## src/rtl/dsm_cic_decimator.sv

```systemverilog
// CIC decimator for MASH/DSM modulator streams: ORDER integrators at the input rate,
// ORDER comb stages at the decimated rate, single-entry output register with overrun flag.
module dsm_cic_decimator #(
  parameter int IN_BW     = 4,
  parameter int ORDER     = 3,
  parameter int DECIM     = 16,
  parameter int OUT_WIDTH = 16
) (
  input  logic                        aclk,
  input  logic                        rst,
  input  logic signed [IN_BW-1:0]     s_data,
  input  logic                        s_valid,
  output logic signed [OUT_WIDTH-1:0] m_data,
  output logic                        m_valid,
  input  logic                        m_ready,
  output logic                        overrun
);

  localparam int ACC_W = IN_BW + ORDER * $clog2(DECIM);
  localparam int PH_W  = $clog2(DECIM);

  typedef logic [ACC_W-1:0] acc_t;

  acc_t                 x;
  acc_t                 isum    [ORDER];
  acc_t                 integ_q [ORDER];
  acc_t                 integ_d [ORDER];
  acc_t                 dec_q, dec_d;
  acc_t                 comb_in [ORDER];
  acc_t                 comb_q  [ORDER];
  acc_t                 comb_d  [ORDER];
  acc_t                 hist_q  [ORDER];
  acc_t                 hist_d  [ORDER];
  logic [ORDER:0]       stb_q, stb_d;
  logic [PH_W-1:0]      phase_q, phase_d;
  logic [OUT_WIDTH-1:0] m_data_q, m_data_d;
  logic                 m_valid_q, m_valid_d;
  logic                 overrun_q, overrun_d;

  // Input mapping and same-cycle integrator chain.
  always_comb begin
    acc_t acc;
    if (IN_BW == 1) begin
      x = s_data[0] ? acc_t'(1) : '1;
    end else begin
      x = {{(ACC_W-IN_BW){s_data[IN_BW-1]}}, s_data};
    end
    acc = x;
    for (int k = 0; k < ORDER; k++) begin
      acc     = integ_q[k] + acc;
      isum[k] = acc;
    end
  end

  always_comb begin
    integ_d  = integ_q;
    phase_d  = phase_q;
    dec_d    = dec_q;
    stb_d    = '0;
    if (s_valid) begin
      integ_d = isum;
      if (phase_q == PH_W'(DECIM - 1)) begin
        phase_d  = '0;
        dec_d    = isum[ORDER-1];
        stb_d[0] = 1'b1;
      end else begin
        phase_d = phase_q + 1'b1;
      end
    end

    // Comb pipeline: stage k fires one cycle after stage k-1, history only moves on a strobe.
    comb_in[0] = dec_q;
    for (int k = 1; k < ORDER; k++) begin
      comb_in[k] = comb_q[k-1];
    end
    comb_d = comb_q;
    hist_d = hist_q;
    for (int k = 0; k < ORDER; k++) begin
      if (stb_q[k]) begin
        comb_d[k] = comb_in[k] - hist_q[k];
        hist_d[k] = comb_in[k];
      end
    end
    stb_d[ORDER:1] = stb_q[ORDER-1:0];
  end

  always_comb begin
    m_data_d  = m_data_q;
    m_valid_d = m_valid_q;
    overrun_d = overrun_q;
    if (stb_q[ORDER]) begin
      m_data_d  = comb_q[ORDER-1][ACC_W-1 -: OUT_WIDTH];
      m_valid_d = 1'b1;
      if (m_valid_q && !m_ready) begin
        overrun_d = 1'b1;
      end
    end else if (m_valid_q && m_ready) begin
      m_valid_d = 1'b0;
    end
  end

  always_ff @(posedge aclk) begin
    if (rst) begin
      integ_q   <= '{default: '0};
      comb_q    <= '{default: '0};
      hist_q    <= '{default: '0};
      dec_q     <= '0;
      stb_q     <= '0;
      phase_q   <= '0;
      m_data_q  <= '0;
      m_valid_q <= 1'b0;
      overrun_q <= 1'b0;
    end else begin
      integ_q   <= integ_d;
      comb_q    <= comb_d;
      hist_q    <= hist_d;
      dec_q     <= dec_d;
      stb_q     <= stb_d;
      phase_q   <= phase_d;
      m_data_q  <= m_data_d;
      m_valid_q <= m_valid_d;
      overrun_q <= overrun_d;
    end
  end

  assign m_data  = m_data_q;
  assign m_valid = m_valid_q;
  assign overrun = overrun_q;

endmodule

```

## config.mk

```make
export PLATFORM = sky130hd
export DESIGN_NAME = dsm_cic_decimator
export DESIGN_NICKNAME = d
export VERILOG_FILES = /design/src/rtl/dsm_cic_decimator.sv
export SDC_FILE = /design/constraint.sdc
export NUM_CORES = 1
export LEC_CHECK = 0
export ABC_AREA = 1
export BUFFER_PORTS_ARGS = -buffer_cell sky130_fd_sc_hd__buf_4
export CAP_MARGIN = 20
export CORE_MARGIN = 3
export CORE_UTILIZATION = 45
export DETAILED_ROUTE_END_ITERATION = 10
export SLEW_MARGIN = 20
export SYNTH_ARGS = -nofsm -noshare
export SYNTH_HDL_FRONTEND = slang
export SYNTH_SLANG_ARGS = --single-unit
```

## constraint.sdc

```tcl
create_clock -name aclk -period 5.1 [get_ports aclk]
set_input_delay 0.51 -clock aclk [delete_from_list [all_inputs] [get_ports aclk]]
set_output_delay 0.51 -clock aclk [all_outputs]
set_load 0.01 [all_outputs]
```

==> results of run 1 <==
## sequential cells by signal, summed over array words and instances, names as in the netlist
signal	count
comb_in	32
comb_q	16
dec_q	16
hist_q	48
integ_q	48
m_data	16
m_valid	1
overrun	1
phase_q	4
stb_q	4
## metal layers
layer  share of wire, %  GRT usage (%)
met3                1.6           2.97
met1                 48           22.9
met4               0.98           4.50
met2                 49           32.0
met5                  0              0
## stage by stage
stage	std cells	hold slack, ns	total power [mW]	instance area [um^2]
final	1787	0.347	4.87	11700
after global routing	1787	0.367	5.25	11700
after CTS	1787	0.314	4.93	11700
after detailed placement	1755	0.454	3.61	11100
after global placement	1755	0.447	3.57	11100
after floorplan	1466	0.437	3.19	10700
## cell usage in the layout, fill, tap and decap left out, types with 30 or more instances in the layout
cell | Yosys | final
inv_1 | 219 | 217
nor2_1 | 194 | 194
dfxtp_1 | 186 | 186
nand2_1 | 165 | 165
o21ai_0 | 164 | 164
a21oi_1 | 145 | 145
ha_1 | 92 | 92
xor2_1 | 48 | 48
nand3_1 | 42 | 42
buf_4 | 1 | 30
## power by group
| group | switching [mW] | internal (mW) |
|---|---|---|
| clock | 0.651 | 0.652 |
| sequential | 0.0597 | 1.55 |
| combinational | 1.22 | 0.734 |
| total | 1.94 | 2.93 |
## how the worst max path moves through the flow
stage          cells after the start          end   startpoint
4_1_cts                           26  integ_q[15]  integ_q[32]
2_1_floorplan                     23  integ_q[14]    s_data[0]
3_5_place_dp                      27  integ_q[15]    s_data[0]
5_1_grt                           23  integ_q[14]  integ_q[32]
3_3_place_gp                      27  integ_q[15]    s_data[0]
6_report                          26  integ_q[15]  integ_q[32]
## area by class of cell
cell class	instances	share of cell area (%)
inverter	221	7.08
clock inverter	15	1.36
tap	313	3.34
timing repair buffer	30	1.92
multi-input combinational	1005	50.9
clock buffer	17	3.63
sequential	186	31.8
## kinds of logic (layout without fill, tap and decap cells)
logic type / Yosys count / in the layout / share of synthesized area, %
simple gates: 432 / 432 / 16.5
fa+ha+maj: 98 / 98 / 11.8
xor+xnor: 76 / 76 / 6.20
flops: 186 / 186 / 34.7
buf+inv: 275 / 283 / 9.92
compound gates: 399 / 399 / 20.9
## critical path: stages (launching register included)
cell and delay, ns:
dfxtp_1 0.32, ha_1 0.21, fa_1 0.40, nand3_1 0.10, nand2_1 0.08, a21oi_1 0.31
o21ai_2 0.11, a21boi_2 0.16, xnor2_1 0.16, ha_1 0.31, a21oi_1 0.15, o21ai_0 0.12
a21oi_1 0.21, o21bai_1 0.10, xor2_1 0.17, ha_1 0.39, nand2_1 0.10, nor2_1 0.10
inv_1 0.06, nor3_1 0.13, nand2_1 0.07, o211ai_1 0.12, inv_1 0.06, nand3_1 0.10
nand3_1 0.08, nand2_1 0.09, inv_1 0.04
==> summary.txt, run 1 <==
Floorplan
  – Die height: 161 um
  – Initial Util: 46.6%
  – Core Area: 0.0231 mm^2
  – Die Wd: 161 um
  – I/O Pins: 26
  – # rows: 55
  – Die ar.: 0.0258 mm^2

STA
  – Setup TNS: 0 ns
  – Worst slew pin tran: 0.984 ns
  – Relative slew slack: 34.3%
  – Worst Skew: 0.0174 ns
  – Final setup vio count: 0
  – Unrepaired setup endpoints after global routing: no
  – Min Tclk post-route: 4.35 ns
  – Worst setup margin: 0.747 ns
  – Max Fclk: 230 MHz
  – Part of the cycle the worst path needs: 85.4%
  – Final hold vios: 0
  – Fin. max-slew vios: 0

Logic synthesis
  – Number of synthesized flops with an enable pin: 0
  – Most frequent cell after synthesis: inv_1
  – Yosys warnings: 0
  – Top cell type's share of synthesized area: 34.7%
  – Post-synth top area cell: dfxtp_1
  – Mapped Cells: 1466
  – Mean Syn Cell Area: 7.33 um^2
  – Syn nets: 1572
  – Distinct cell type count after synthesis: 47
  – Yosys reg bits: 186
  – Synth top area cells: dfxtp_1 35%, ha_1 11%, inv_1 7.7%
  – Post-synthesis sequential area ratio: 34.7%
  – Synthesized area: 0.0107 mm^2
  – Synth cell count leaders: 219 x inv_1, 194 x nor2_1, 186 x dfxtp_1, 165 x nand2_1, 164 x o21ai_0
  – Post-synth top flop: dfxtp_1
  – Asr flop ratio synth: 0%

Hold path
  – Hold path endpoint: m_valid
  – Worst hold path class: in -> reg
  – Hold path cells: 4
  – Hold path startpoint: m_ready

Global route
  – Total gr overflow: 0
  – Total GRT Usage: 18.1%
  – Largest net degree at the start of global routing: 73
  – Global-route wire length before repair: 39100 um
  – Vias in the first global route: 8341
  – Antenna violations before repair: 0

Layout
  – Multi-input logic area: 0.00595 mm^2
  – Area growth from synthesis to layout: 8.98%
  – FILL cells: 2326
  – Layout cell share with drive strength beyond 1: 6.78%
  – Ant diodes: 0
  – Register Area: 0.00372 mm^2
  – Nets: 1567
  – Utilization after layout: 50.8%

Place
  – Worst slack at placement: 0.402 ns
  – Final HPWL DP: 16400 um
  – Port Buffer Count: 25
  – GP Congestion: 0.887

Clocking
  – Hold buffers post-CTS: 0
  – Worst-skew pair later-pin latency: 0.44 ns
  – CTS tree: built
  – Num CTS Buffers: 17
  – Root Buffer: clkbuf_16
  – Longest Clk Path Bufs: 2
  – Max H-tree Level: 4
  – CTS sink count: 186
  – Post-CTS sizing: 0
  – Clock slew at reported path FFs: 0.09 ns
  – # Post-CTS Setup Buffers: 0

Drt
  – WL/cell: 12.9 um
  – Vias per Instance: 4.95
  – First drt pass iteration count: 5
  – Routed WL: 23100 um
  – DR iter-0 viols: 422
  – Via count: 8854
  – Final ANT Viol Nets: 0
  – DRC viols: 0

Power and ir drop
  – P per Cell Area: 416 mW/mm^2
  – Peak VDD IR: 0.000401 V
  – Lkg Pwr: 5.78 nW

Critical path
  – Worst Setup End Kind: register
  – Req. time, crit path: 5.43 ns
  – Kind of critical path: reg -> reg
  – Worst R2R Path Depth: 26
  – Worst Path Max Fanout: 6
  – R2R Path Start: integ_q[32]
  – Startpoint types: register
  – FF-to-FF setup slack: 0.75 ns
  – Worst Path Arrival: 4.68 ns
  – R2R Path End: integ_q[15]

Run status
  – Outcome: completed

Run
  – Max Cap Viol: 0
(Power assumes the default switching activity.)
==> run 2: changes to the inputs <==
Settings changed: RECOVER_POWER set to 50.
Clock period 5.1 ns to 5.21 ns, I/O delays scaled along.
==> summary.txt, run 2 (same netlist as run 1, synthesis figures left out) <==
Run status
  – Outcome: finished, violations left (was completed)
  – Failing checks: max-capacitance violations, max-slew violations

Run
  – Max Cap Viol: 3 (was 0)

Clocking
  – Post-CTS sizing: 0 (unchanged)
  – Num CTS Buffers: 17 (unchanged)
  – Longest Clk Path Bufs: 2 (unchanged)
  – # Post-CTS Setup Buffers: 0 (unchanged)
  – CTS tree: built (unchanged)
  – CTS sink count: 186 (unchanged)
  – Hold buffers post-CTS: 0 (unchanged)
  – Worst-skew pair later-pin latency: 0.44 ns (about the same)
  – Max H-tree Level: 4 (unchanged)
  – Clock slew at reported path FFs: 0.08 ns (was 0.09 ns)
  – Root Buffer: clkbuf_16 (unchanged)

Critical path
  – Cell mode on critical path: nand2_1 (unchanged)
  – Worst Path Max Fanout: 6 (unchanged)
  – FF-to-FF setup slack: 0.76 ns (was 0.75 ns)
  – Max stage delay on crit path: 0.40 ns (about the same)
  – Worst Path Arrival: 4.78 ns (was 4.68 ns)
  – Worst Setup End Kind: register (unchanged)
  – R2R Path Start: integ_q[32] (unchanged)
  – Crit-path slowest cell: fa_1 (unchanged)
  – Worst R2R Path Depth: 26 (unchanged)
  – Startpoint types: register (unchanged)
  – Crit-path leading delay family: adder cells (unchanged)
  – R2R Path End: integ_q[15] (unchanged)
  – Kind of critical path: reg -> reg (unchanged)
  – Req. time, crit path: 5.54 ns (was 5.43 ns)
  – Buf/Inv on CP: 3 (unchanged)

Layout
  – Register Area: 0.00372 mm^2 (unchanged)
  – Multi-input logic area: 0.00595 mm^2 (about the same)
  – Most frequent cells in the layout: 219 x inv_1, 195 x nor2_1, 186 x dfxtp_1 (was 217 x inv_1, 194 x nor2_1, 186 x dfxtp_1)
  – Nets: 1567 (unchanged)
  – FILL cells: 2361 (was 2326)
  – Area growth from synthesis to layout: 8.12% (was 8.98%)
  – Layout cell share with drive strength beyond 1: 5.09% (was 6.78%)
  – Most common cell after layout, fill and taps aside: inv_1 (unchanged)
  – Ant diodes: 0 (unchanged)
  – Final std cell area, no fill: 0.0116 mm^2 (was 0.0117 mm^2)

Drt
  – Via count: 8908 (was 8854)
  – First drt pass iteration count: 4 (was 5)
  – DR iter-0 viols: 454 (was 422)
  – DRC viols: 0 (unchanged)
  – Final ANT Viol Nets: 0 (unchanged)
  – Routed WL: 23000 um (was 23100 um)
  – WL/cell: 12.9 um (about the same)
  – Vias per Instance: 4.98 (was 4.95)

Floorplan
  – Initial Util: 46.6% (unchanged)
  – Die ar.: 0.0258 mm^2 (unchanged)
  – # rows: 55 (unchanged)
  – Core Area: 0.0231 mm^2 (unchanged)
  – Die height: 161 um (unchanged)
  – I/O Pins: 26 (unchanged)
  – Die Wd: 161 um (unchanged)

Power and ir drop
  – Psw: 1.88 mW (was 1.94 mW)
  – Clk pwr share: 26.7% (was 26.8%)
  – Switching power share of the total: 39.6% (was 39.7%)
  – Peak VDD IR: 0.000379 V (was 0.000401 V)
  – Lkg Pwr: 5.68 nW (was 5.78 nW)
  – Internal power: 2.88 mW (was 2.93 mW)
  – Seq pwr share: 33.0% (about the same)
  – P per Cell Area: 410 mW/mm^2 (was 416 mW/mm^2)
  – Comb pwr share: 40.2% (about the same)

STA
  – Worst slew pin tran: 3.08 ns (was 0.984 ns)
  – Final setup vio count: 0 (unchanged)
  – Worst Skew: 0.0124 ns (was 0.0174 ns)
  – Unrepaired setup endpoints after global routing: no (unchanged)
  – Relative slew slack: -105% (was 34.3%)
  – Min Tclk post-route: 4.45 ns (was 4.35 ns)
  – Max Fclk: 225 MHz (was 230 MHz)
  – Part of the cycle the worst path needs: 85.5% (was 85.4%)
  – Worst setup margin: 0.758 ns (was 0.747 ns)
  – Fin. max-slew vios: 199 (was 0)
  – Final hold vios: 0 (unchanged)
  – Setup TNS: 0 ns (unchanged)

Global route
  – Total GRT Usage: 18.0% (was 18.1%)
  – Global-route wire length before repair: 39100 um (about the same)
  – Vias in the first global route: 8258 (was 8341)
  – Antenna violations before repair: 0 (unchanged)
  – Largest net degree at the start of global routing: 73 (unchanged)
  – Total gr overflow: 0 (unchanged)

Place
  – Placed inst area: 0.0111 mm^2 (unchanged)
  – Final HPWL DP: 16400 um (about the same)
  – Worst slack at placement: 0.528 ns (was 0.402 ns)
  – Port Buffer Count: 25 (unchanged)
  – GP Congestion: 0.887 (about the same)

Hold path
  – Hold path startpoint: m_ready (unchanged)
  – Worst hold path class: in -> reg (unchanged)
  – Hold path cells: 4 (unchanged)
  – Hold path endpoint: m_valid (unchanged)
## run 2: cell types whose count changed in the layout (fill, tap and decap cells not counted), moves of 2 or more
cell      before  now
buf_4         30    7
inv_1        217  219
clkinv_8       4    2
inv_2          3    1
clkbuf_1       0   22
inv_8          2    5
## run 2: per-stage QoR
stage	power, mW	utilization [%]	hold WS (ns)	cells
after floorplan	3.12	-	0.437	1466
after global placement	3.50	48.3	0.447	1755
after detailed placement	3.53	48.3	0.454	1755
after CTS	4.81	50.8	0.327	1787
after global routing	5.14	50.4	0.363	1787
final	4.76	50.4	0.359	1787
## run 2: worst min-delay path, stage by stage
cell	delay (ns)
buf_4	0.08
inv_1	0.03
nand2_1	0.07
a21oi_1	0.06
## run 2: power by group through the flow
| stage | clock network, mW | registers, mW | logic (mW) |
|---|---|---|---|
| after floorplan | 0 | 1.59 | 1.53 |
| after global placement | 0 | 1.61 | 1.89 |
| after detailed placement | 0 | 1.61 | 1.92 |
| after CTS | 1.31 | 1.57 | 1.93 |
| after global routing | 1.37 | 1.58 | 2.19 |
| final | 1.27 | 1.57 | 1.91 |
## run 2: layout make-up
class                           instances  share of cell area (%)
Inverter                              221                    7.14
Sequential cell                       186                    32.1
Clock buffer                           17                    3.66
Tap cell                              313                    3.37
Clock inverter                         15                    1.30
Multi-Input combinational cell       1005                    51.2
Timing Repair Buffer                   30                    1.23
## run 2: layer usage
metal | global-route usage, % | up-vias | share of wire [%]
met3 | 3.17 | 10 | 1.9
met2 | 31.6 | 74 | 49
met5 | 0 | - | 0
met4 | 3.63 | 0 | 0.83
met1 | 23.4 | 4040 | 49
li1 | - | 4784 | -
## run 2: how the worst max path moves through the flow
stage	start	to	slack (ns)	cells after the start
finish	integ_q[32]	integ_q[15]	0.76	26
CTS	integ_q[32]	integ_q[15]	0.83	26
global route	integ_q[32]	integ_q[14]	0.20	23
floorplan	s_data[0]	integ_q[14]	1.11	23
global placement	s_data[0]	integ_q[15]	0.64	27
detailed placement	s_data[0]	integ_q[14]	0.53	24
